--- src/rtl/cpu_pkg.sv ---
// Shared pipeline constants and types for the hazard controller.
package cpu_pkg;

  // Tuse/Tnew field width
  localparam int T_W  = 3;
  // Register address width
  localparam int RA_W = 5;

  typedef logic [T_W-1:0]  t_val_t;
  typedef logic [RA_W-1:0] reg_addr_t;

  // Tuse encoding meaning "this source is not read"
  localparam t_val_t TUSE_NONE = 3'd7;

  // Write promise held in one pipeline register
  typedef struct packed {
    logic      rfwe;
    reg_addr_t waddr;
    t_val_t    tnew;
  } wr_promise_t;

  // One source against one producer: the producer writes the same nonzero
  // register and its result is ready later than the consumer needs it.
  // A Tnew of 0 can never exceed a Tuse, so forwarding cases fall out here.
  function automatic logic src_hazard(input reg_addr_t   src,
                                      input t_val_t      tuse,
                                      input wr_promise_t wp);
    return wp.rfwe && (wp.waddr != '0) && (wp.waddr == src) &&
           (tuse != TUSE_NONE) && (tuse < wp.tnew);
  endfunction

endpackage

--- src/rtl/hazard_ctrl_if.sv ---
// Signal bundle between the pipeline (master) and hazard_ctrl (slave).
// Optional macro HZ_PERF_EN adds the stall_cnt performance counter.
// There is no valid/ready handshake: every field is a level sampled each
// cycle, and the stall outputs answer combinationally in the same cycle.
interface hazard_ctrl_if;
  import cpu_pkg::*;

  reg_addr_t rs_D;
  reg_addr_t rt_D;
  t_val_t    tuse_rs_D;
  t_val_t    tuse_rt_D;
  logic      rfwe_E;
  reg_addr_t writeaddr_E;
  t_val_t    tnew_E;
  logic      rfwe_M;
  reg_addr_t writeaddr_M;
  t_val_t    tnew_M;
  logic      md_D;
  logic      md_start_E;
  logic      md_div_E;
  logic      stall_D;
  logic      CLR_E;
  logic      md_busy;
`ifdef HZ_PERF_EN
  logic [31:0] stall_cnt;
`endif

`ifdef HZ_PERF_EN
  modport master (
    output rs_D, rt_D, tuse_rs_D, tuse_rt_D,
    output rfwe_E, writeaddr_E, tnew_E, rfwe_M, writeaddr_M, tnew_M,
    output md_D, md_start_E, md_div_E,
    input  stall_D, CLR_E, md_busy, stall_cnt
  );
  modport slave (
    input  rs_D, rt_D, tuse_rs_D, tuse_rt_D,
    input  rfwe_E, writeaddr_E, tnew_E, rfwe_M, writeaddr_M, tnew_M,
    input  md_D, md_start_E, md_div_E,
    output stall_D, CLR_E, md_busy, stall_cnt
  );
`else
  modport master (
    output rs_D, rt_D, tuse_rs_D, tuse_rt_D,
    output rfwe_E, writeaddr_E, tnew_E, rfwe_M, writeaddr_M, tnew_M,
    output md_D, md_start_E, md_div_E,
    input  stall_D, CLR_E, md_busy
  );
  modport slave (
    input  rs_D, rt_D, tuse_rs_D, tuse_rt_D,
    input  rfwe_E, writeaddr_E, tnew_E, rfwe_M, writeaddr_M, tnew_M,
    input  md_D, md_start_E, md_div_E,
    output stall_D, CLR_E, md_busy
  );
`endif

endinterface

--- src/rtl/md_busy_tracker.sv ---
// Multiply/divide busy tracker: counts down the remaining MDU cycles after
// a mult/div leaves E. md_busy_o also covers the start cycle itself.
module md_busy_tracker #(
  parameter int MULT_CYCLES = 5,
  parameter int DIV_CYCLES  = 10
) (
  input  logic clk,
  input  logic reset,
  input  logic md_start_i,
  input  logic md_div_i,
  output logic md_busy_o
);

  localparam int MAX_CYCLES = (DIV_CYCLES > MULT_CYCLES) ? DIV_CYCLES : MULT_CYCLES;
  localparam int CNT_W      = $clog2(MAX_CYCLES) + 1;

  logic [CNT_W-1:0] md_cnt_q;
  logic [CNT_W-1:0] md_cnt_d;

  // Load on an accepted start, otherwise count down and saturate at zero.
  // A start while still counting is ignored; the stall logic keeps it from
  // happening.
  always_comb begin
    md_cnt_d = md_cnt_q;
    if (md_cnt_q != '0) begin
      md_cnt_d = md_cnt_q - CNT_W'(1);
    end else if (md_start_i) begin
      md_cnt_d = md_div_i ? CNT_W'(DIV_CYCLES - 1) : CNT_W'(MULT_CYCLES - 1);
    end
  end

  // Counter register, cleared asynchronously so reset aborts a running op
  always_ff @(posedge clk or posedge reset) begin
    if (reset) md_cnt_q <= '0;
    else       md_cnt_q <= md_cnt_d;
  end

  assign md_busy_o = (md_cnt_q != '0) | md_start_i;

  // A second mult/div must never reach E while the MDU is still running
  a_no_overlap_start: assert property (
    @(posedge clk) disable iff (reset) !(md_start_i && (md_cnt_q != '0))
  );

endmodule

--- src/rtl/hazard_ctrl.sv ---
// Pipeline hazard controller: compares D-stage Tuse against E/M Tnew
// promises and the MDU busy state, and freezes D / bubbles E on a hazard.
// Optional macro HZ_PERF_EN adds a 32-bit stalled-cycle counter.
module hazard_ctrl
  import cpu_pkg::*;
#(
  parameter int MULT_CYCLES = 5,
  parameter int DIV_CYCLES  = 10
) (
  input  logic          clk,
  input  logic          reset,
  hazard_ctrl_if.slave  hz
);

  wr_promise_t wp_e;
  wr_promise_t wp_m;
  logic        reg_hz;
  logic        md_hz;
  logic        md_busy;
  logic        stall;

  assign wp_e = '{rfwe: hz.rfwe_E, waddr: hz.writeaddr_E, tnew: hz.tnew_E};
  assign wp_m = '{rfwe: hz.rfwe_M, waddr: hz.writeaddr_M, tnew: hz.tnew_M};

  // Register hazard: either source of D against either producer in E or M
  always_comb begin
    reg_hz = 1'b0;
    if (src_hazard(hz.rs_D, hz.tuse_rs_D, wp_e)) reg_hz = 1'b1;
    if (src_hazard(hz.rs_D, hz.tuse_rs_D, wp_m)) reg_hz = 1'b1;
    if (src_hazard(hz.rt_D, hz.tuse_rt_D, wp_e)) reg_hz = 1'b1;
    if (src_hazard(hz.rt_D, hz.tuse_rt_D, wp_m)) reg_hz = 1'b1;
  end

  md_busy_tracker #(
    .MULT_CYCLES (MULT_CYCLES),
    .DIV_CYCLES  (DIV_CYCLES)
  ) u_md_busy (
    .clk        (clk),
    .reset      (reset),
    .md_start_i (hz.md_start_E),
    .md_div_i   (hz.md_div_E),
    .md_busy_o  (md_busy)
  );

  assign md_hz = hz.md_D & md_busy;

  // Reset masks the stall directly so it drops without waiting for a clock
  assign stall      = (reg_hz | md_hz) & ~reset;
  assign hz.stall_D = stall;
  assign hz.CLR_E   = stall;
  assign hz.md_busy = md_busy;

`ifdef HZ_PERF_EN
  logic [31:0] stall_cnt_q;
  logic [31:0] stall_cnt_d;

  // Count every stalled cycle; natural 32-bit wrap
  always_comb begin
    stall_cnt_d = stall_cnt_q;
    if (stall) stall_cnt_d = stall_cnt_q + 32'd1;
  end

  // Counter register, cleared asynchronously
  always_ff @(posedge clk or posedge reset) begin
    if (reset) stall_cnt_q <= '0;
    else       stall_cnt_q <= stall_cnt_d;
  end

  assign hz.stall_cnt = stall_cnt_q;
`endif

endmodule

--- src/flat_wrapper.sv ---
// flat-port wrapper written by rule: the top's interface ports become plain ports
module hazard_ctrl_flat import cpu_pkg::*;
#(
  parameter int MULT_CYCLES = 5,
  parameter int DIV_CYCLES  = 10
)
  (clk, reset, hz_rs_D, hz_rt_D, hz_tuse_rs_D, hz_tuse_rt_D, hz_rfwe_E, hz_writeaddr_E, hz_tnew_E, hz_rfwe_M, hz_writeaddr_M, hz_tnew_M, hz_md_D, hz_md_start_E, hz_md_div_E, hz_stall_D, hz_CLR_E, hz_md_busy);
  hazard_ctrl_if hz_i ();
  input  logic clk;
  input  logic reset;
  input wire logic [$bits(hz_i.rs_D)-1:0] hz_rs_D;
  input wire logic [$bits(hz_i.rt_D)-1:0] hz_rt_D;
  input wire logic [$bits(hz_i.tuse_rs_D)-1:0] hz_tuse_rs_D;
  input wire logic [$bits(hz_i.tuse_rt_D)-1:0] hz_tuse_rt_D;
  input wire logic [$bits(hz_i.rfwe_E)-1:0] hz_rfwe_E;
  input wire logic [$bits(hz_i.writeaddr_E)-1:0] hz_writeaddr_E;
  input wire logic [$bits(hz_i.tnew_E)-1:0] hz_tnew_E;
  input wire logic [$bits(hz_i.rfwe_M)-1:0] hz_rfwe_M;
  input wire logic [$bits(hz_i.writeaddr_M)-1:0] hz_writeaddr_M;
  input wire logic [$bits(hz_i.tnew_M)-1:0] hz_tnew_M;
  input wire logic [$bits(hz_i.md_D)-1:0] hz_md_D;
  input wire logic [$bits(hz_i.md_start_E)-1:0] hz_md_start_E;
  input wire logic [$bits(hz_i.md_div_E)-1:0] hz_md_div_E;
  output wire logic [$bits(hz_i.stall_D)-1:0] hz_stall_D;
  output wire logic [$bits(hz_i.CLR_E)-1:0] hz_CLR_E;
  output wire logic [$bits(hz_i.md_busy)-1:0] hz_md_busy;
  assign hz_i.rs_D = hz_rs_D;
  assign hz_i.rt_D = hz_rt_D;
  assign hz_i.tuse_rs_D = hz_tuse_rs_D;
  assign hz_i.tuse_rt_D = hz_tuse_rt_D;
  assign hz_i.rfwe_E = hz_rfwe_E;
  assign hz_i.writeaddr_E = hz_writeaddr_E;
  assign hz_i.tnew_E = hz_tnew_E;
  assign hz_i.rfwe_M = hz_rfwe_M;
  assign hz_i.writeaddr_M = hz_writeaddr_M;
  assign hz_i.tnew_M = hz_tnew_M;
  assign hz_i.md_D = hz_md_D;
  assign hz_i.md_start_E = hz_md_start_E;
  assign hz_i.md_div_E = hz_md_div_E;
  assign hz_stall_D = hz_i.stall_D;
  assign hz_CLR_E = hz_i.CLR_E;
  assign hz_md_busy = hz_i.md_busy;
  hazard_ctrl #(.MULT_CYCLES(MULT_CYCLES), .DIV_CYCLES(DIV_CYCLES)) u_core (.clk(clk), .reset(reset), .hz(hz_i));
endmodule
--- config.mk ---
export PLATFORM = sky130hd
export DESIGN_NAME = hazard_ctrl_flat
export DESIGN_NICKNAME = d
export VERILOG_FILES = /design/src/rtl/cpu_pkg.sv /design/src/rtl/hazard_ctrl_if.sv /design/src/rtl/md_busy_tracker.sv /design/src/rtl/hazard_ctrl.sv /design/src/flat_wrapper.sv
export SDC_FILE = /design/constraint.sdc
export NUM_CORES = 1
export LEC_CHECK = 0
export ABC_CLOCK_PERIOD_IN_PS = 1970
export CORE_MARGIN = 4
export CORE_UTILIZATION = 39
export CTS_BUF_LIST = sky130_fd_sc_hd__clkbuf_4 sky130_fd_sc_hd__clkbuf_8
export CTS_CLUSTER_SIZE = 10
export DETAILED_ROUTE_END_ITERATION = 10
export GPL_TIMING_DRIVEN = 0
export PLACE_DENSITY = 0.81
export SLEW_MARGIN = 20
export SYNTH_ARGS = -nofsm -noshare
export SYNTH_HDL_FRONTEND = slang
export SYNTH_SLANG_ARGS = --single-unit
--- constraint.sdc ---
create_clock -name clk -period 1.97 [get_ports clk]
set_input_delay 0.2955 -clock clk [delete_from_list [all_inputs] [get_ports clk]]
set_output_delay 0.2955 -clock clk [all_outputs]
set_load 0.02 [all_outputs]
==> results_dict.tcl, run 1 <==
set metrics [dict create \
    finalPower_uw 863 \
    startpoint "hz_tuse_rs_D[1]" \
    ios 42 \
    rrSetupSlack_ns 0.45 \
    yosysSeqAreaShare 0.166 \
    syn_to_final_growth_pct 90.4 \
    grt_pass1_vias 1019 \
    critPathRequiredTime_ns 1.67 \
    whs_ns 0.342 \
    worst_pin_slew_ns 0.283 \
    wirelength_um 2720 \
    arrival_ns 1.75 \
    crit_end "hz_stall_D" \
    slew_violations 0 \
    r2r_cells 8 \
    die-area_um2 2700 \
    vdd_drop_max_v 0.000667 \
    switchingPower_uw 329 \
    path_max_fanout 3 \
    firstDrtPassIters 4 \
    grtUsageTotal 0.216 \
    powerDensity_nw_per_um2 601 \
    largest_reg_flops 5 \
    start_util 0.423 \
    yosys_warnings 0 \
    clock_tree.root_cell "clkbuf_4" \
    gp_congestion 0.843 \
    timing.final.crit_period_ns 2.04 \
    antenna_found_initial 0 \
    synth_area_leaders "dfrtp_1, xnor2_1, ha_1" \
    r2r_start "u_core.u_md_busy.md_cnt_q[1]" \
    numCtsBuffers 3 \
    syn-mean-instance-area_um2 8.57 \
    m1WireLength_um 1070 \
    rows 15 \
    hold_viol_final 0 \
    cts_tree "yes" \
    power_frac_seq 0.225 \
    cap_violations 0 \
    routed.top_layer "met4" \
    combPwrFrac 0.615 \
    rsz0062_at_grt "yes" \
    ys_seq_elements 5 \
    dp_hpwl_um 1970 \
    dr_wl_met3_um 191 \
    cp-start-kind "input port" \
    worstSkewPairLatency_ns 0.26 \
    clockBufferDepth 2 \
    max_freq_mhz 490 \
    fin_ws_ns -0.0714 \
    synth_area_um2 754 \
    status "finished, violations left" \
    die_w_um 52.0 \
    netlist.area_leader.share 0.166 \
    drc 0 \
    wire_per_inst_um 16.1 \
    ant_nets 0 \
    period_share 1.04 \
    p_clk_frac 0.159 \
    grt_pass1_wl_um 4240 \
    overflow 0 \
    criticalPathCategory "in2out" \
    hold_path.class "in2async" \
    grt_max_degree 7 \
    dp_cells 154 \
    synthCells 88 \
    die_h_um 52.0 \
    core_um2 1780 \
    intPower_uw 534 \
    n_antenna_cell 0 \
    stdcell_count 169 \
    violations "negative setup slack" \
    slew_headroom 0.810 \
    cts_sinks 5 \
    setup_tns_ns -0.118 \
    num_vias 886 \
    leakagePower_uw 0.000639 \
    skew_ns 0.00656 \
    htree_num_levels 1 \
    ys_types 29 \
    path_clk_slew_ns 0.05 \
    port-buffer-count 41 \
    syn_nets 136 \
    cts_hold_buf 0 \
    route.met2.wl_um 1390 \
    setup_viol 2 \
    top_regs "u_core.u_md_busy.md_cnt_q (5)" \
    swShare 0.381 \
    top_register "u_core.u_md_busy.md_cnt_q" \
    dp_slack_ns -1.06 \
    r2r-end "u_core.u_md_busy.md_cnt_q[2]" \
    vias_per_cell 5.24 \
    drive_gt1_frac 0.438 \
    fin_nets 193 \
    yosysTopAreaCell "dfrtp_1" \
    first_iter_violations 8 \
    end_kind "output pin" \
]
-- power by group through the flow --
stage               logic (µW)  registers, µW  clock network (µW)
floorplan                  212            184                   0
global route               584            196                 149
detailed placement         358            192                   0
CTS                        477            188                 139
global placement           346            190                   0
finish                     531            194                 138
-- kinds of logic after synthesis --
family,after synthesis,share of synthesized area
AO/OA/AOI/OAI,21,0.201
XOR/XNOR,21,0.244
adder cells (fa/ha/maj),9,0.149
buffers and inverters,9,0.0498
flip-flops,5,0.166
AND/OR/NAND/NOR,23,0.191
-- worst max-delay path, stage by stage --
cell and delay (ns):
buf_2 0.12, ha_1 0.29, a21o_1 0.22, a2111oi_4 0.32
o21ai_2 0.10, a31oi_4 0.18, buf_6 0.12, buf_6 0.10
-- layer usage --
metal | GRT usage | vias up
met5 | 0 | -
met4 | 0.122 | 0
met3 | 0.0630 | 8
met2 | 0.397 | 41
met1 | 0.212 | 406
li1 | - | 431
-- synth_stat cells --
cell type	number
o21a_1	1
nand2b_1	7
nor3_2	1
nand4_1	4
o21ai_0	2
a22oi_1	1
nand3_1	3
ha_1	9
o21bai_1	1
nand2_1	1
a31oi_1	1
o21ai_2	2
o21ai_1	1
or4_4	1
buf_4	1
nor2_1	1
and3_1	1
a21oi_1	4
xnor2_1	14
nor4_1	2
a2111oi_1	2
a21o_1	4
dfrtp_1	5
a22oi_2	1
a211oi_1	1
or4_1	1
xor2_1	7
nor3_1	1
inv_1	8
-- layout by cell type, fill, tap and decap left out, types with 2 or more instances in the layout --
cell type / netlist / routed
xor2_1: 7 / 7
o21ai_4: 0 / 2
or4_4: 1 / 2
xnor2_1: 14 / 12
buf_2: 0 / 10
a2111oi_4: 0 / 2
dfrtp_1: 5 / 5
clkbuf_4: 0 / 4
clkbuf_2: 0 / 3
a21o_1: 4 / 4
clkdlybuf4s15_1: 0 / 3
a21oi_2: 0 / 2
buf_4: 1 / 11
xnor2_2: 0 / 2
nand2b_1: 7 / 5
buf_6: 0 / 4
clkdlybuf4s15_2: 0 / 3
nand3_1: 3 / 2
o21ai_0: 2 / 2
inv_2: 0 / 4
clkdlybuf4s50_1: 0 / 6
nand2b_4: 0 / 2
a21oi_1: 4 / 2
ha_4: 0 / 4
inv_1: 8 / 4
ha_1: 9 / 5
nand4_1: 4 / 4
dlymetal6s2s_1: 0 / 3
dlygate4sd2_1: 0 / 9
-- what timing repair did --
action,4_1_cts,5_1_grt
endpoints found under the hold margin,0,0
buffers inserted,6,5
endpoints found under the setup margin,3,2
resized for setup,104,21
pin swaps,28,21
-- area by class of cell --
type,count,area (µm²)
fillers,121,347
plain buffers,1,11.3
inverters,8,30.0
multi-input cells,74,772
clock buffers,4,30.0
flip-flops and latches,5,125
well taps,25,31.3
repair buffers,52,437
-- worst min-delay path by stage --
stage	start	cells past startpoint	end	slack, ns
floorplan	reset	1	u_core.u_md_busy.md_cnt_q[0]	0.07
global placement	u_core.u_md_busy.md_cnt_q[2]	1	u_core.u_md_busy.md_cnt_q[2]	0.48
detailed placement	u_core.u_md_busy.md_cnt_q[2]	1	u_core.u_md_busy.md_cnt_q[2]	0.49
CTS	reset	2	u_core.u_md_busy.md_cnt_q[4]	0.34
global route	reset	2	u_core.u_md_busy.md_cnt_q[4]	0.36
finish	reset	2	u_core.u_md_busy.md_cnt_q[4]	0.34
-- metrics by stage --
step | cell area, µm² | util
after global placement | 1220 | 0.686
after detailed placement | 1220 | 0.686
final | 1440 | 0.806
after CTS | 1360 | 0.765
after floorplan | 782 | -
after global routing | 1440 | 0.806
Note: power is estimated with default switching activity, not from simulation.
==> run 2, diff against run 1 <==
--- a/config.mk
+++ b/config.mk
@@ -5,7 +5,7 @@
 export SDC_FILE = /design/constraint.sdc
 export NUM_CORES = 1
 export LEC_CHECK = 0
-export ABC_CLOCK_PERIOD_IN_PS = 1970
+export ABC_CLOCK_PERIOD_IN_PS = 2100
 export CORE_MARGIN = 4
 export CORE_UTILIZATION = 39
 export CTS_BUF_LIST = sky130_fd_sc_hd__clkbuf_4 sky130_fd_sc_hd__clkbuf_8
==> constraint.sdc (replaced) <==
create_clock -name clk -period 2.1 [get_ports clk]
set_input_delay 0.315 -clock clk [delete_from_list [all_inputs] [get_ports clk]]
set_output_delay 0.315 -clock clk [all_outputs]
set_load 0.02 [all_outputs]
==> results_dict.tcl, run 2 (synthesis results as in run 1) <==
set metrics [dict create \
    vdd_drop_max_v 0.000338 \
    num_vias 860 \
    ant_nets 0 \
    path_clk_slew_ns 0.05 \
    cp-start-kind "flop" \
    hold_path.class "in2async" \
    largest_reg_flops 5 \
    cts_sinks 5 \
    wirelength_um 2660 \
    slew_headroom 0.791 \
    clock_tree.root_cell "clkbuf_4" \
    setup_viol 0 \
    cap_violations 0 \
    criticalPathCategory "reg2out" \
    ios 42 \
    drc 0 \
    vias_per_cell 5.31 \
    mostFrequentLayoutCell "xnor2_1" \
    slew_violations 0 \
    crit_chain "inv_2, ha_4, nand2b_4, nor3_4, nand2_2, clkdlybuf4s50_1" \
    end_kind "output pin" \
    critPathMaxStageDelay_ns 0.54 \
    syn_to_final_growth_pct 80.3 \
    worst_pin_slew_ns 0.311 \
    max_freq_mhz 481 \
    hold_viol_final 0 \
    period_share 0.990 \
    multiInputGateArea_um2 795 \
    start_util 0.423 \
    final_cell_mix "xnor2_1, dlygate4sd2_1, clkbuf_2, buf_2" \
    htree_num_levels 1 \
    die-area_um2 2700 \
    whs_ns 0.333 \
    powerDensity_nw_per_um2 574 \
    firstDrtPassIters 4 \
    antenna_found_initial 0 \
    critPathSlowestCell "clkdlybuf4s50_1" \
    grtUsageTotal 0.209 \
    skew_ns 0.00530 \
    port-buffer-count 41 \
    die_w_um 52.0 \
    numCtsBuffers 3 \
    critPathRequiredTime_ns 1.78 \
    ff_latch_area_um2 125 \
    dp_hpwl_um 1800 \
    cts_tree "yes" \
    cts_hold_buf 0 \
    top_register "u_core.u_md_busy.md_cnt_q" \
    grt_max_degree 7 \
    grt_pass1_wl_um 4070 \
    wire_per_inst_um 16.4 \
    leakagePower_uw 0.000582 \
    grt_pass1_vias 956 \
    rows 15 \
    n_antenna_cell 0 \
    fin_ws_ns 0.0220 \
    first_iter_violations 13 \
    arrival_ns 1.76 \
    overflow 0 \
    worstSkewPairLatency_ns 0.26 \
    drive_gt1_frac 0.445 \
    fin_nets 186 \
    gp_congestion 0.841 \
    top_regs "u_core.u_md_busy.md_cnt_q (5)" \
    status "completed" \
    timing.final.crit_period_ns 2.08 \
    dp_slack_ns -1.03 \
    r2r_cells 8 \
    core_um2 1780 \
    die_h_um 52.0 \
    clockBufferDepth 2 \
    fill_cells 128 \
    path_max_fanout 3 \
]
## run 2: final timing paths
kind                                                      to                    startpoint  slack, ns
worst max-delay path                              hz_md_busy  u_core.u_md_busy.md_cnt_q[1]       0.02
worst min-delay path            u_core.u_md_busy.md_cnt_q[2]                         reset       0.33
worst max register to register  u_core.u_md_busy.md_cnt_q[2]  u_core.u_md_busy.md_cnt_q[1]       0.71
worst min register to register  u_core.u_md_busy.md_cnt_q[2]  u_core.u_md_busy.md_cnt_q[2]       0.51
max in group asynchronous       u_core.u_md_busy.md_cnt_q[0]                         reset       1.59
min in group clk                u_core.u_md_busy.md_cnt_q[2]  u_core.u_md_busy.md_cnt_q[2]       0.51
## run 2: where the power goes
group | leakage (µW) | internal [µW] | switching [µW]
registers | 0.0000608 | 139 | 38.3
logic | 0.000503 | 248 | 217
clock network | 0.0000184 | 85.5 | 52.2
total | 0.000582 | 473 | 307
## run 2: area by class of cell
cell class,count,share of cell area
tap,25,0.0230
inverter,8,0.0221
sequential,5,0.0920
timing repair buffer,46,0.257
clock buffer,4,0.0221
multi-input combinational,74,0.584
## run 2: critical path, delay by kind of cell, from the launching register on
kind          cells  cell delay (ns)
buf+inv           2             0.62
flops             1             0.39
simple gates      3             0.33
fa+ha+maj         1             0.16
## run 2: metrics by stage
stage | util | power (µW) | std cells | TNS [ns] | cell area, µm²
floorplan | - | 361 | 88 | 0 | 769
global placement | 0.679 | 490 | 154 | -1.93 | 1210
detailed placement | 0.679 | 497 | 154 | -1.97 | 1210
CTS | 0.773 | 745 | 162 | 0 | 1380
global route | 0.763 | 830 | 162 | -0.0237 | 1360
finish | 0.763 | 780 | 162 | 0 | 1360
## run 2: timing repair
action / in CTS / in global routing
endpoints found under the setup margin: 3 / 3
gates resized for setup: 103 / 26
pin swaps: 23 / 22
setup buffers: 4 / 1
## run 2: routing by layer
layer,global-route usage,wire (µm),share of wire,up-vias
li1,-,-,-,414
met4,0.0742,59,0.022,0
met1,0.196,974,0.37,393
met2,0.416,1420,0.53,45
met3,0.0602,211,0.079,8
met5,0,0,0,-
==> run 3, diff against run 2 <==
--- a/config.mk
+++ b/config.mk
@@ -5,7 +5,6 @@
 export SDC_FILE = /design/constraint.sdc
 export NUM_CORES = 1
 export LEC_CHECK = 0
-export ABC_CLOCK_PERIOD_IN_PS = 2100
 export CORE_MARGIN = 4
 export CORE_UTILIZATION = 39
 export CTS_BUF_LIST = sky130_fd_sc_hd__clkbuf_4 sky130_fd_sc_hd__clkbuf_8
==> results of run 3 <==
Same layout as run 2: the final DEF is identical, and so are final timing and power.
==> variant, RTL diff (settings of run 2) <==
`RA_W`: 5 -> 10.
--- a/src/rtl/cpu_pkg.sv
+++ b/src/rtl/cpu_pkg.sv
@@ -4,7 +4,7 @@
   // Tuse/Tnew field width
   localparam int T_W  = 3;
   // Register address width
-  localparam int RA_W = 5;
+  localparam int RA_W = 10;
 
   typedef logic [T_W-1:0]  t_val_t;
   typedef logic [RA_W-1:0] reg_addr_t;
Ports: changed (resized hz_rs_D, hz_rt_D, hz_writeaddr_E and hz_writeaddr_M); port bits go from 42 to 62. No check against the original RTL was run, so the function may have changed too.
==> variant against run 2 <==
- the flow now finishes with violations (setup timing)
- critical endpoint is now hz_stall_D
- sequential share of layout area down 2.4 points
- largest cell class unchanged
- design area up 36%
- combinational power up 4%
- power up 2.7%
- synthesized area up 36%
- worst setup slack worse by 0.33 ns
- global-route usage up 3.2 points
- wire length up 54%
- sequential cell count unchanged
- first-iteration DRC count rose to 3.5 times the old value
==> variant: results (changes against run 2) <==
- Failing checks: setup timing
- Placed wire-length estimate: 3.21 mm (+78%)
- Min-delay worst type: input pin to asynchronous set/reset pin
- Synthesized area per cell: 8.82 µm² (+2.9%)
- R2R cell count: 7 (-1)
- DR WL/cell: 19.0 µm (+16%)
- Clock Skews: 0.0135 ns (+0.00823 ns)
- Final cell count without fillers: 215 (+33%)
- Starting DRT DRC Count: 46 (+33)
- Outcome: finished, violations left
- Worst R2R End: u_core.u_md_busy.md_cnt_q[3]
- Int Pwr: 0.467 mW (-1.3%)
- Yosys cell types: 32 (+10%)
- Input/output buffers: 61 (+49%)
- Share of cells above drive strength 1: 32.4% (-12 points)
- Maximum fanout along the worst path: 3 (unchanged)
- Initial DRT Pass Iterations: 4 (unchanged)
- Compound-Gate Fraction of Synth Area: 19.4% (-0.63 points)
- Register area share after synthesis: 12.2% (-4.4 points)
- Fin nets: 254 (+37%)
- Setup violators final: 3 (+3)
- Reg-to-reg slack, setup: 0.43 ns (-0.28 ns)
- Xor/xnor share of the synthesized area: 35.1% (+11 points)
- Total track usage: 24.1% (+3.2 points)
- Area after DPL: 0.00169 mm² (+39%)
- Top post-synthesis cells by area: xor2_1, xnor2_1, dfrtp_1
- GPL Wtd Cong: 0.841 (about the same)
- Setup WS post-layout: -0.313 ns (-0.335 ns)
- Most frequent cells after synthesis: xor2_1, xnor2_1, ha_1
- Vias in the first global route: 1286 (+35%)
- Worst Tran Pin Value: 0.419 ns (+0.108 ns)
- Adder-cell share of the synthesized area: 11.0% (-3.9 points)
- Max VDD drop: 0.386 mV (+14%)
- First-pass GRT wire length: 6.12 mm (+50%)
- Setup_tns: -0.676 ns (-0.676 ns)
- Clock Path Buffers: 2 (unchanged)
- DRC violations left: 0 (unchanged)
- Syn Nets: 184 (+35%)
- WP data arrival: 2.10 ns (+0.34 ns)
- Root buffer cell: clkbuf_4
- Worst flop-to-flop path startpoint: u_core.u_md_busy.md_cnt_q[0]
- Lkg Pwr: 0.766 nW (+32%)
- Final Hold Slack: 0.310 ns (-0.0225 ns)
- Placed cell count: 207 (+34%)
- Vias: 1190 (+38%)
-- variant: routing by layer --
metal | track usage, % | wire length [µm] | vias to the layer above
met5 | 0 | 0 | -
met4 | 10.4 | 123 | 0
met3 | 4.79 | 284 | 13
met2 | 43.1 | 2190 | 59
met1 | 27.3 | 1490 | 553
li1 | - | - | 565
-- variant: cell type report --
class	instances	area [µm²]
Multi-Input combinational cell	102	1040
Fill cell	196	651
Timing Repair Buffer	65	582
Sequential cell	5	125
Tap cell	30	37.5
Clock buffer	4	30.0
Inverter	8	30.0
Buffer	1	7.51
-- variant: worst max-delay path by stage --
stage,from,end,slack [ns],depth (start not counted)
2_1_floorplan,hz_tnew_E[2],hz_stall_D,-0.03,8
5_1_grt,hz_writeaddr_E[7],hz_stall_D,-0.35,9
4_1_cts,hz_writeaddr_M[0],hz_stall_D,-0.21,8
3_5_place_dp,hz_writeaddr_E[4],hz_stall_D,-1.16,9
3_3_place_gp,hz_writeaddr_E[4],hz_stall_D,-1.14,9
6_report,hz_writeaddr_E[7],hz_stall_D,-0.31,9
-- variant: kinds of logic after synthesis --
logic type	after synthesis
xor gates and xnor gates	41
and+or+nand+nor	29
AOI/OAI and AO/OA	23
buffers and inverters	9
adders and majority gates	9
DFF	5
-- variant: timing repair --
item,in CTS,in global routing
setup buffers,2,2
hold buffers,0,0
gates resized for setup,138,16
hold endpoints to repair,0,0
setup endpoints to repair,3,3
pin swaps,29,11
-- variant: metrics by stage --
| step | utilization (%) | total power [mW] | setup slack [ns] |
|---|---|---|---|
| floorplan | - | 0.396 | -0.0320 |
| global placement | 67.5 | 0.588 | -1.14 |
| detailed placement | 67.5 | 0.614 | -1.16 |
| CTS | 71.3 | 0.774 | -0.207 |
| global route | 74.0 | 0.865 | -0.351 |
| finish | 74.0 | 0.801 | -0.313 |
-- variant: power groups by stage --
stage / Clock [mW] / Sequential [mW] / Combinational [mW]
after floorplan: 0 / 0.170 / 0.227
after global placement: 0 / 0.174 / 0.414
after detailed placement: 0 / 0.178 / 0.436
after CTS: 0.141 / 0.178 / 0.454
after global routing: 0.151 / 0.185 / 0.528
final: 0.137 / 0.180 / 0.484
-- variant: worst max-delay path, cell delays in order --
cell and delay, ns:
buf_8 0.10, or4_4 0.54, o41ai_4 0.29, buf_4 0.20, a2111oi_4 0.05, a211oi_2 0.25
a21oi_2 0.10, buf_4 0.14, buf_6 0.12
